==> src/rtl/div_pkg.sv <==
// Shared constants and state encoding for the sequential restoring divider.
package div_pkg;
  localparam int DEF_WIDTH_N = 8;
  localparam int DEF_WIDTH_D = 4;

  typedef enum logic [1:0] {IDLE, BUSY, DONE} state_t;

  localparam logic [DEF_WIDTH_N-1:0] DIV_ZERO_Q = '1;
endpackage

==> src/rtl/div_restore_step.sv <==
// One radix-2 restoring step: shift in the next dividend bit, subtract D if it fits.
module div_restore_step #(
  parameter int WIDTH_D = 4
) (
  input  logic [WIDTH_D-1:0] r,
  input  logic               dbit,
  input  logic [WIDTH_D-1:0] d,
  output logic [WIDTH_D-1:0] r_next,
  output logic               q_bit
);
  // One extra bit so the compare never overflows; the result is always < d.
  logic [WIDTH_D:0] r_ext;

  assign r_ext  = {r, dbit};
  assign q_bit  = (r_ext >= {1'b0, d});
  assign r_next = q_bit ? WIDTH_D'(r_ext - {1'b0, d}) : WIDTH_D'(r_ext);
endmodule

==> src/rtl/seq_divider_n_by_d.sv <==
// Sequential restoring divider N/D with valid/ready on both sides, one bit per clock.
// Optional reconstruction check Q*D+R==N enabled by DIVIDER_SELF_CHECK_EN.
module seq_divider_n_by_d import div_pkg::*; #(
  parameter int WIDTH_N = DEF_WIDTH_N,
  parameter int WIDTH_D = DEF_WIDTH_D
) (
  input  logic               clk,
  input  logic               rst,
  input  logic               in_valid,
  output logic               in_ready,
  input  logic [WIDTH_N-1:0] dividend,
  input  logic [WIDTH_D-1:0] divisor,
  output logic               out_valid,
  input  logic               out_ready,
  output logic [WIDTH_N-1:0] quotient,
  output logic [WIDTH_D-1:0] remainder,
  output logic               div_by_zero,
  output logic               check_err
);
  localparam int CW = (WIDTH_N > 1) ? $clog2(WIDTH_N) : 1;

  state_t             state, state_nxt;
  logic [WIDTH_N-1:0] q_q, q_nxt;
  logic [WIDTH_D-1:0] r_q, r_nxt, d_q;
  logic [CW-1:0]      cnt;
  logic               q_bit, dbz_q, last;

  assign last = (cnt == CW'(WIDTH_N - 1));

  div_restore_step #(.WIDTH_D(WIDTH_D)) u_step (
    .r      (r_q),
    .dbit   (q_q[WIDTH_N-1]),
    .d      (d_q),
    .r_next (r_nxt),
    .q_bit  (q_bit)
  );

  // Q doubles as the dividend shift register: MSB feeds the step, LSB takes the new quotient bit.
  assign q_nxt = (q_q << 1) | WIDTH_N'(q_bit);

  always_ff @(posedge clk or posedge rst)
    if (rst) state <= IDLE;
    else     state <= state_nxt;

  always_comb begin
    state_nxt = state;
    case (state)
      IDLE:    if (in_valid) state_nxt = (divisor != '0) ? BUSY : DONE;
      BUSY:    if (last) state_nxt = DONE;
      DONE:    if (out_ready) state_nxt = IDLE;
      default: state_nxt = IDLE;
    endcase
  end

  always_ff @(posedge clk or posedge rst)
    if (rst) begin
      q_q   <= '0;
      r_q   <= '0;
      d_q   <= '0;
      cnt   <= '0;
      dbz_q <= 1'b0;
    end else begin
      case (state)
        IDLE: if (in_valid) begin
          d_q   <= divisor;
          r_q   <= '0;
          cnt   <= '0;
          dbz_q <= (divisor == '0);
          q_q   <= (divisor != '0) ? dividend : {WIDTH_N{DIV_ZERO_Q[0]}};
        end
        BUSY: begin
          r_q <= r_nxt;
          q_q <= q_nxt;
          cnt <= cnt + 1'b1;
        end
        default: ;
      endcase
    end

  // Results are only visible in DONE so a partial quotient never leaks out.
  assign in_ready    = (state == IDLE);
  assign out_valid   = (state == DONE);
  assign quotient    = out_valid ? q_q : '0;
  assign remainder   = out_valid ? r_q : '0;
  assign div_by_zero = out_valid & dbz_q;

`ifdef DIVIDER_SELF_CHECK_EN
  localparam int EW = WIDTH_N + WIDTH_D;
  logic [WIDTH_N-1:0] n_q;
  logic [EW-1:0]      recon;
  logic               chk_q;

  assign recon = EW'(q_nxt) * EW'(d_q) + EW'(r_nxt);

  always_ff @(posedge clk or posedge rst)
    if (rst) begin
      n_q   <= '0;
      chk_q <= 1'b0;
    end else begin
      case (state)
        IDLE:    if (in_valid) begin n_q <= dividend; chk_q <= 1'b0; end
        BUSY:    if (last) chk_q <= (recon != EW'(n_q));
        DONE:    if (out_ready) chk_q <= 1'b0;
        default: ;
      endcase
    end

  assign check_err = out_valid & chk_q;
`else
  assign check_err = 1'b0;
`endif
endmodule

==> config.mk <==
export PLATFORM = sky130hd
export DESIGN_NAME = seq_divider_n_by_d
export DESIGN_NICKNAME = d
export VERILOG_FILES = /design/src/rtl/div_pkg.sv /design/src/rtl/div_restore_step.sv /design/src/rtl/seq_divider_n_by_d.sv
export SDC_FILE = /design/constraint.sdc
export NUM_CORES = 1
export LEC_CHECK = 0
export ABC_CLOCK_PERIOD_IN_PS = 2100
export CORE_ASPECT_RATIO = 0.6
export CORE_MARGIN = 1.5
export CORE_UTILIZATION = 50
export CTS_BUF_LIST = sky130_fd_sc_hd__clkbuf_2 sky130_fd_sc_hd__clkbuf_4 sky130_fd_sc_hd__clkbuf_8
export CTS_CLUSTER_SIZE = 14
export DETAILED_ROUTE_END_ITERATION = 10
export GPL_TIMING_DRIVEN = 0
export PLACE_DENSITY = 0.82
export SYNTH_ARGS = -nofsm -noshare
export SYNTH_HDL_FRONTEND = slang
export SYNTH_SLANG_ARGS = --single-unit
==> constraint.sdc <==
create_clock -name clk -period 2.1 [get_ports clk]
set_clock_uncertainty 0.2 [all_clocks]
set_input_delay 0.21 -clock clk [delete_from_list [all_inputs] [get_ports clk]]
set_output_delay 0.21 -clock clk [all_outputs]
set_load 0.005 [all_outputs]
Word level (Yosys, flattened, before mapping)
Index checks and enable logic that the tools add are counted.
{"block": "op_classes", "magnitude_cmp": 1, "n_mul": 0, "mux": 15, "bitwise": 2, "addsub": 2, "n_reduce_logical": 7, "div_mod_pow": 0, "shifts": 0, "n_eq_ne": 6}
{"operator": "$mux 8", "count": 3}
{"operator": "$pmux 8 s2", "count": 1}
{"operator": "$mux 4", "count": 3}
{"operator": "$mux 2", "count": 4}
{"operator": "$or 8x1->8", "count": 1}
{"operator": "$pmux 4 s2", "count": 1}
{"operator": "$pmux 2 s3", "count": 1}
{"operator": "$pmux 3 s2", "count": 1}
{"operator": "$ge 5x4->1", "count": 1}
{"operator": "$logic_not 4->1", "count": 1}
{"operator": "$ne 2x2->1 const B", "count": 2}
{"operator": "$reduce_and 2->1", "count": 2}
{"operator": "$reduce_bool 4->1", "count": 1}
{"operator": "$sub 4x4->4", "count": 1}
{"operator": "$add 3x1->3 const B", "count": 1}
{"operator": "$eq 3x3->1 const B", "count": 1}
{"operator": "$mux 3", "count": 1}
{"operator": "$reduce_and 3->1", "count": 1}
{"operator": "$eq 2x1->1 const B", "count": 1}
{"operator": "$eq 2x2->1 const B", "count": 1}
{"operator": "$logic_not 2->1", "count": 1}
{"operator": "$ne 2x1->1 const B", "count": 1}
{"operator": "$reduce_bool 2->1", "count": 1}
{"operator": "$and 1x1->1", "count": 1}
{"block": "word_totals", "register_bits": 22, "mem_bits_rw": 0, "wordCells": 39, "input_bits": 16, "latch_bits": 0, "n_memories": 0, "out_inout_bits": 16, "romBits": 0}

Depth between registers and ports, before layout
Gate-level depths: netlist of the first run.
{"block": "depth", "word_depth": 4, "ltp_mapped": 6}

Cells and area by module
Synthesis of the first run repeated with hierarchy kept, for this count alone.
{"block": "hier_totals", "hier_cells": 123, "area_unflattened_um2": 1281.2}
{"mod": "seq_divider_n_by_d", "area_per_inst_um2": 1057.3, "cells_per_inst": 95, "seq_area_each_um2": 550.5, "instances": 1}
{"mod": "div_restore_step", "area_per_inst_um2": 224.0, "cells_per_inst": 28, "seq_area_each_um2": 0.0, "instances": 1}

Worst setup path before layout of the first run
OpenSTA, ideal clock, no wires.
{"block": "synth_timing", "path_type": "reg2reg", "start": "register r_q[1]", "end": "register r_q[0]", "t_required_ns": 1.774, "synth_period_minus_slack_ns": 1.798, "path_stages_with_launch": 6, "arrival_ns": 1.472, "setup_slack_ns": 0.302, "n_path_buf": 0, "path_cell_list": "dfrtp_1 ha_1 nor4_2 o21ai_1 and3_4 a221o_1"}
{"block": "synth_via", "elab_chain_cells": 3}
{"element": "start, declared", "line": "seq_divider_n_by_d.sv:24", "rtl": "logic [WIDTH_D-1:0] r_q, r_nxt, d_q;"}
{"element": "start signal, assigned", "line": "seq_divider_n_by_d.sv:72", "rtl": "r_q <= r_nxt;"}
{"element": "$ge 5x4->1", "line": "div_restore_step.sv:15", "rtl": "assign q_bit = (r_ext >= {1'b0, d});"}
{"element": "$mux 4", "line": "div_restore_step.sv:16", "rtl": "assign r_next = q_bit ? WIDTH_D'(r_ext - {1'b0, d}) : WIDTH_D'(r_ext);"}
{"element": "$pmux 4 s2", "line": "seq_divider_n_by_d.sv:63", "rtl": "case (state)"}
No other way between the ends.
A chain may end at the register's enable or synchronous reset.

Worst setup path after layout of the first run
{"block": "layout_timing", "start": "register state[0]", "end": "output port remainder[0]"}
{"block": "layout_via", "elab_chain_cells": 2}
{"element": "start, declared", "line": "seq_divider_n_by_d.sv:22", "rtl": "state_t state, state_nxt;"}
{"element": "start signal, assigned", "line": "seq_divider_n_by_d.sv:43", "rtl": "else state <= state_nxt;"}
{"element": "$eq 2x2->1", "line": "seq_divider_n_by_d.sv:82", "rtl": "assign out_valid = (state == DONE);"}
{"element": "$mux 4", "line": "seq_divider_n_by_d.sv:84", "rtl": "assign remainder = out_valid ? r_q : '0;"}
{"element": "end, declared", "line": "seq_divider_n_by_d.sv:16", "rtl": "output logic [WIDTH_D-1:0] remainder,"}
No other way between the ends.

==> results of run 1 <==
worst paths after layout:
kind / cells after the start / to / slack (ns)
max in group asynchronous: 2 / state[0] / 0.93
min in group clk: 1 / cnt[0] / 0.31
worst max register to register: 5 / r_q[1] / 0.16
worst min-delay path: 2 / cnt[1] / 0.20
worst min register to register: 1 / cnt[0] / 0.31
worst max-delay path: 4 / remainder[0] / 0.06
repair_timing:
action	in CTS	in global routing
buffers inserted	3	0
resized for setup	7	0
hold endpoints to repair	0	0
setup endpoints to repair	14	0
hold buffers	0	0
metal layers:
layer	routed length, µm	up-vias
li1	-	516
met1	1360	536
met2	1369	37
met3	189	4
met4	28	0
met5	0	-
cells in the mapped netlist (all sizes together), types with 2 or more instances:
cell type  number
a21oi           3
a221o           4
nor2            3
buf             6
a22o            2
ha              6
xor2            2
nor2b           3
and2           18
nor4            2
nand2          15
a22oi           7
inv             9
o21ai          13
mux2            3
dfrtp          22
power by group through the flow:
stage	clock, W	sequential [W]	combinational [W]
3_3_place_gp	0	0.000775	0.00103
4_1_cts	0.000318	0.000772	0.00114
6_report	0.000317	0.000776	0.00115
3_5_place_dp	0	0.000790	0.00109
5_1_grt	0.000337	0.000803	0.00128
2_1_floorplan	0	0.000739	0.000833
sequential cells by signal, indices dropped and copies added (netlist names):
signal	flops
r_q	4
dbz_q	1
state	2
q_q	8
cnt	3
d_q	4
final cells by class:
type / count / area (µm²) / share of cell area
Multi-Input combinational cell: 91 / 628.1 / 0.3746
Sequential cell: 22 / 553.0 / 0.3299
Timing Repair Buffer: 33 / 322.8 / 0.1925
Clock buffer: 4 / 55.05 / 0.03284
Buffer: 7 / 46.29 / 0.02761
Tap cell: 30 / 37.54 / 0.02239
Inverter: 9 / 33.78 / 0.02015
stage by stage:
| stage | TNS, ns | power, W | setup WS (ns) | hold WS [ns] | cells |
|---|---|---|---|---|---|
| 5_1_grt | 0 | 0.002421 | 0.01236 | 0.2846 | 196 |
| 6_report | 0 | 0.002246 | 0.06272 | 0.1994 | 196 |
| 3_3_place_gp | -0.6815 | 0.001804 | -0.09019 | 0.2826 | 189 |
| 2_1_floorplan | 0 | 0.001572 | 0.3017 | -0.0007740 | 129 |
| 3_5_place_dp | -1.291 | 0.001879 | -0.1592 | 0.3022 | 189 |
| 4_1_cts | 0 | 0.002232 | 0.06032 | 0.2382 | 196 |
worst reg2reg max path, stage by stage, from the launching register on:
cell     delay, ns
dfrtp_1       0.42
ha_1          0.37
o21ai_0       0.18
nand2_1       0.11
and3_4        0.21
a221o_1       0.34
cells by family (layout without fill, tap and decap cells):
kind of cell               count (synthesis)  in the layout  synth area share
buffers and inverters                     16             53           0.05645
muxes                                      3              3           0.02722
AOI/OAI and AO/OA                         32             32            0.1734
and+or+nand+nor                           46             46            0.2056
DFF                                       22             22            0.4435
other                                      1              1          0.003021
xor gates and xnor gates                   2              2           0.01412
adders and majority gates                  7              7           0.07661
==> impl_metrics.tcl, run 1 <==
set metrics [dict create \
    fillCellCount 150 \
    synth-edff-count 0 \
    maxSlewViolCount 0 \
    final_cell_mix "30 x clkdlybuf4s50_1, 20 x dfrtp_1, 18 x and2_1" \
    required_ns 1.69 \
    tightest_slew_ns 0.8283 \
    synthToLayoutAreaGrowth_pct 35.08 \
    status "finished clean" \
    netlist_area_mm2 0.001241 \
    leakage_nw 0.7657 \
    p_int_w 0.001353 \
    endpoint_kind "output port" \
    clk_latency_ns 0.27 \
    power.density_mw_per_mm2 1340 \
    dp_hpwl_um 2187 \
    grt_pass1_vias 1011 \
    n_antenna_cell 0 \
    relSlewSlack 0.4472 \
    synth_area_leaders "dfrtp_1 44%, and2_1 9.1%, ha_1 6.0%, o21ai_0 4.8%, nand2_1 4.5%" \
    p_clk_frac 0.141 \
    clkSinkCount 22 \
    antenna_found_initial 0 \
    yosys.area.top_type "dfrtp_1" \
    gr-usage-met1 0.3275 \
    fin_util 0.7416 \
    die_w_um 67.32 \
    pin_count 32 \
    p_sw_w 0.0008927 \
    wire_per_inst_um 15.04 \
    layout_commonest_cell "clkdlybuf4s50_1" \
    synth_flop_cell "dfrtp_1" \
    slowest_delay_ns 0.50 \
    use_met3 0.07859 \
    start_util 0.5490 \
    first_pass_iters 4 \
    grt-ovfl-total 0 \
    crit_buf_inv 2 \
    timing_worst_setup_path_type "reg2out" \
    max-cap-violations 0 \
    use_met2 0.3545 \
    ant_nets 0 \
    vias 1093 \
    final_cell_area_mm2 0.001677 \
    die-area_mm2 0.002800 \
    postPlaceCellArea_mm2 0.001579 \
    pwr-share-comb 0.513 \
    fin_crit_sh 0.9701 \
    routabilityCongestion 0.8087 \
    io_buffers 30 \
    clock_path_buffers 2 \
    top_usage_layer "met2" \
    final-hold-violation-count 0 \
    cp_data_arrival_time_ns 1.63 \
    nets 190 \
    synth_warnings 0 \
    num_rows 13 \
    synth.distinct_cells 31 \
    finalSetupViolCount 0 \
    route.detailed.drc 0 \
    wirelength_um 2947 \
    p_seq_frac 0.345 \
    hp-class "in2async" \
    cp_slowest_cell "clkdlybuf4s50_1" \
    cts_buffers 3 \
    initialDrtViolationCount 76 \
    vdd_drop_max_mv 0.7710 \
    synth.top_cell.area_share 0.4435 \
    min_period_ns 2.037 \
    grt_max_degree 23 \
    critical_path.top_delay_family "buffers and inverters" \
    clock.fmax_ghz 0.4909 \
    synth_fp_nets 152 \
    ys_async_sr_fraction 1.000 \
    synth.avg_cell_area_um2 9.622 \
    rsz0062_at_grt "no" \
    core_area_mm2 0.002261 \
    ys_seq_area_frac 0.4435 \
    cts_tree "yes" \
    path_cells "nor2b_4 -> clkbuf_8 -> and2_1 -> clkdlybuf4s50_1" \
    die_h_um 41.60 \
    swShare 0.3975 \
    clkTransAtPathRegs_ns 0.08 \
    via_per_inst 5.577 \
    grt_use_total 0.2365 \
    reg2reg_from "r_q[1]" \
    startpoint_type "register" \
    grt_pass1_wl_um 4864 \
    ys_seq_elements 22 \
    drive_gt1_frac 0.1386 \
    crit_start "state[0]" \
    syn-instance-count 129 \
    worst-path-max-fanout 10 \
    cts-root-buf "clkbuf_8" \
    htreeDepth 1 \
]
Note: power is estimated with default switching activity, not from simulation.
==> run 2, diff against run 1 <==
--- a/config.mk
+++ b/config.mk
@@ -13,7 +13,8 @@
 export CTS_CLUSTER_SIZE = 14
 export DETAILED_ROUTE_END_ITERATION = 10
 export GPL_TIMING_DRIVEN = 0
-export PLACE_DENSITY = 0.82
+export PLACE_DENSITY = 0.81
 export SYNTH_ARGS = -nofsm -noshare
 export SYNTH_HDL_FRONTEND = slang
+export SYNTH_HIERARCHICAL = 1
 export SYNTH_SLANG_ARGS = --single-unit
==> impl_metrics.tcl, run 2 <==
set metrics [dict create \
    status "finished clean" \
    ant_nets 0 \
    endpoint_kind "output port" \
    hp-class "in2async" \
    gr-usage-met1 0.3374 \
    wire_per_inst_um 16.39 \
    startpoint_type "register" \
    synth-edff-count 0 \
    io_buffers 30 \
    max-cap-violations 0 \
    maxSlewViolCount 0 \
    synth.top_cells.by_count "22 x dfrtp_1, 13 x and2_1, 11 x nand2_1" \
    top_regs "q_q (8), d_q (4), r_q (4)" \
    reg2reg_from "r_q[0]" \
    cts-root-buf "clkbuf_8" \
    ys_seq_elements 22 \
    dp_hpwl_um 2257 \
    netlist_area_mm2 0.001281 \
    largest_register "q_q" \
    drive_gt1_frac 0.1925 \
    core_area_mm2 0.002293 \
    die_w_um 68.35 \
    tightest_slew_ns 0.8555 \
    clkSinkCount 22 \
    yosysMostFrequentCell "dfrtp_1" \
    crit_start "state[0]" \
    synthToLayoutAreaGrowth_pct 36.62 \
    leakage_nw 0.9167 \
    first_pass_iters 4 \
    relSlewSlack 0.4290 \
    start_util 0.5586 \
    min_period_ns 2.049 \
    synth.avg_cell_area_um2 10.42 \
    holdBufCountCts 0 \
    clock.fmax_ghz 0.4881 \
    wirelength_um 3131 \
    worst-path-max-fanout 10 \
    grt_use_total 0.2462 \
    synth.distinct_cells 35 \
    pin_count 32 \
    grt_pass1_wl_um 5099 \
    reg2regPathDepth 6 \
    syn-instance-count 123 \
    ys_seq_area_frac 0.4297 \
    htreeDepth 1 \
    timing_worst_setup_path_type "reg2out" \
    top_usage_layer "met2" \
    vias 1094 \
    layout_commonest_cell "clkdlybuf4s50_1" \
    ys_async_sr_fraction 1.000 \
    cts_buffers 3 \
    vdd_drop_max_mv 0.8910 \
    use_met2 0.3825 \
    num_rows 13 \
    cts_tree "yes" \
    routabilityCongestion 0.8814 \
    clkTransAtPathRegs_ns 0.08 \
    synth_flop_cell "dfrtp_1" \
    grt-ovfl-total 0 \
    die-area_mm2 0.002885 \
    synth_fp_nets 146 \
    power_w 0.002539 \
    clock_path_buffers 2 \
    nets 185 \
    power.density_mw_per_mm2 1451 \
    die_h_um 42.21 \
    fin_tns_setup_ns 0 \
    route.detailed.drc 0 \
    n_antenna_cell 0 \
    final-hold-violation-count 0 \
    synth_warnings 6 \
    final_cell_mix "22 x clkdlybuf4s50_1, 20 x dfrtp_1, 13 x and2_1" \
    fin_crit_sh 0.9756 \
    use_met3 0.07258 \
    antenna_found_initial 0 \
    yosys.area.top_type "dfrtp_1" \
    cp_data_arrival_time_ns 1.64 \
    largest_reg_flops 8 \
    grt_pass1_vias 1023 \
    required_ns 1.69 \
    rsz0062_at_grt "no" \
    synth_area_leaders "dfrtp_1 43%, and2_1 6.3%, ha_1 5.9%, a22oi_1 4.7%, a22o_1 4.1%" \
    finalSetupViolCount 0 \
    grt_max_degree 23 \
    synth.top_cell.area_share 0.4297 \
    clk_latency_ns 0.26 \
    initialDrtViolationCount 78 \
    via_per_inst 5.728 \
]
## run 2: cell count changes after synthesis, sizes merged, moves of 2 or more
cell / before / now
a221o: 4 / 0
a22o: 2 / 6
mux2i: 0 / 2
nor2: 3 / 6
nor2b: 3 / 1
mux2: 3 / 5
and2: 18 / 13
nand2: 15 / 12
o21ai: 13 / 11
xor2: 2 / 0
nand2b: 1 / 3
## run 2: per-layer routing
metal	share of wire	wire length, µm	vias to the layer above
li1	-	-	503
met1	0.44	1371	538
met2	0.47	1466	46
met3	0.080	249	7
met4	0.014	44	0
met5	0	0	-
## run 2: critical path, cell delays in order (launching register included)
cell	delay, ns
dfrtp_2	0.43
nor2b_4	0.18
buf_6	0.15
and2_1	0.12
clkdlybuf4s50_1	0.49
## run 2: final cells by class
type / instances / area, µm²
inverters: 9 / 33.78
well taps: 30 / 37.54
repair buffers: 34 / 350.3
flip-flops and latches: 22 / 553.0
plain buffers: 5 / 42.54
clock buffers: 4 / 55.05
fillers: 159 / 543.0
multi-input cells: 87 / 678.2
## run 2: kinds of logic (layout without fill, tap and decap cells)
| kind of cell | count (synthesis) | after routing | synth area share |
|---|---|---|---|
| AOI/OAI and AO/OA | 30 | 30 | 0.1699 |
| buffers and inverters | 14 | 52 | 0.05468 |
| other | 1 | 1 | 0.002927 |
| DFF | 22 | 22 | 0.4297 |
| muxes | 7 | 7 | 0.06249 |
| adders and majority gates | 7 | 7 | 0.07422 |
| xor gates and xnor gates | 1 | 1 | 0.006837 |
| and+or+nand+nor | 41 | 41 | 0.1992 |
## run 2: final timing paths
check	end	slack (ns)
max	remainder[0]	0.05
min	r_q[3]	0.22
max reg2reg	r_q[2]	0.06
min reg2reg	cnt[0]	0.30
max in group asynchronous	state[0]	0.89
min in group clk	cnt[0]	0.30
## run 2: where the power goes
group | switching, W | internal, W | leakage (nW)
Combinational | 0.000716 | 0.000732 | 0.620
Sequential | 0.000156 | 0.000634 | 0.268
Clock | 0.000134 | 0.000167 | 0.0288
Total | 0.00101 | 0.00153 | 0.917
## run 2: timing repair
action                     in CTS  in global routing
buffers inserted                2                  2
gates cloned                    0                  0
resized for setup               4                 10
pin swaps                       0                  1
setup endpoints to repair      10                 10
## run 2: metrics by stage
| stage | hold slack, ns | cells | setup slack [ns] | util | area [µm²] |
|---|---|---|---|---|---|
| 5_1_grt | 0.3142 | 191 | 0.0001814 | 0.7632 | 1750 |
| 3_5_place_dp | 0.2879 | 183 | 0.07400 | 0.7059 | 1619 |
| 6_report | 0.2245 | 191 | 0.05134 | 0.7632 | 1750 |
| 2_1_floorplan | -0.0007740 | 123 | 0.1983 | - | 1281 |
| 3_3_place_gp | 0.2701 | 183 | 0.1060 | 0.7059 | 1619 |
| 4_1_cts | 0.2492 | 189 | 0.02117 | 0.7409 | 1699 |
==> run 3, diff against run 2 <==
--- a/config.mk
+++ b/config.mk
@@ -13,6 +13,7 @@
 export CTS_CLUSTER_SIZE = 14
 export DETAILED_ROUTE_END_ITERATION = 10
 export GPL_TIMING_DRIVEN = 0
+export HOLD_SLACK_MARGIN = 0.06
 export PLACE_DENSITY = 0.81
 export SYNTH_ARGS = -nofsm -noshare
 export SYNTH_HDL_FRONTEND = slang
==> results of run 3 <==
No change in the layout: final DEF, timing and power equal those of run 2.
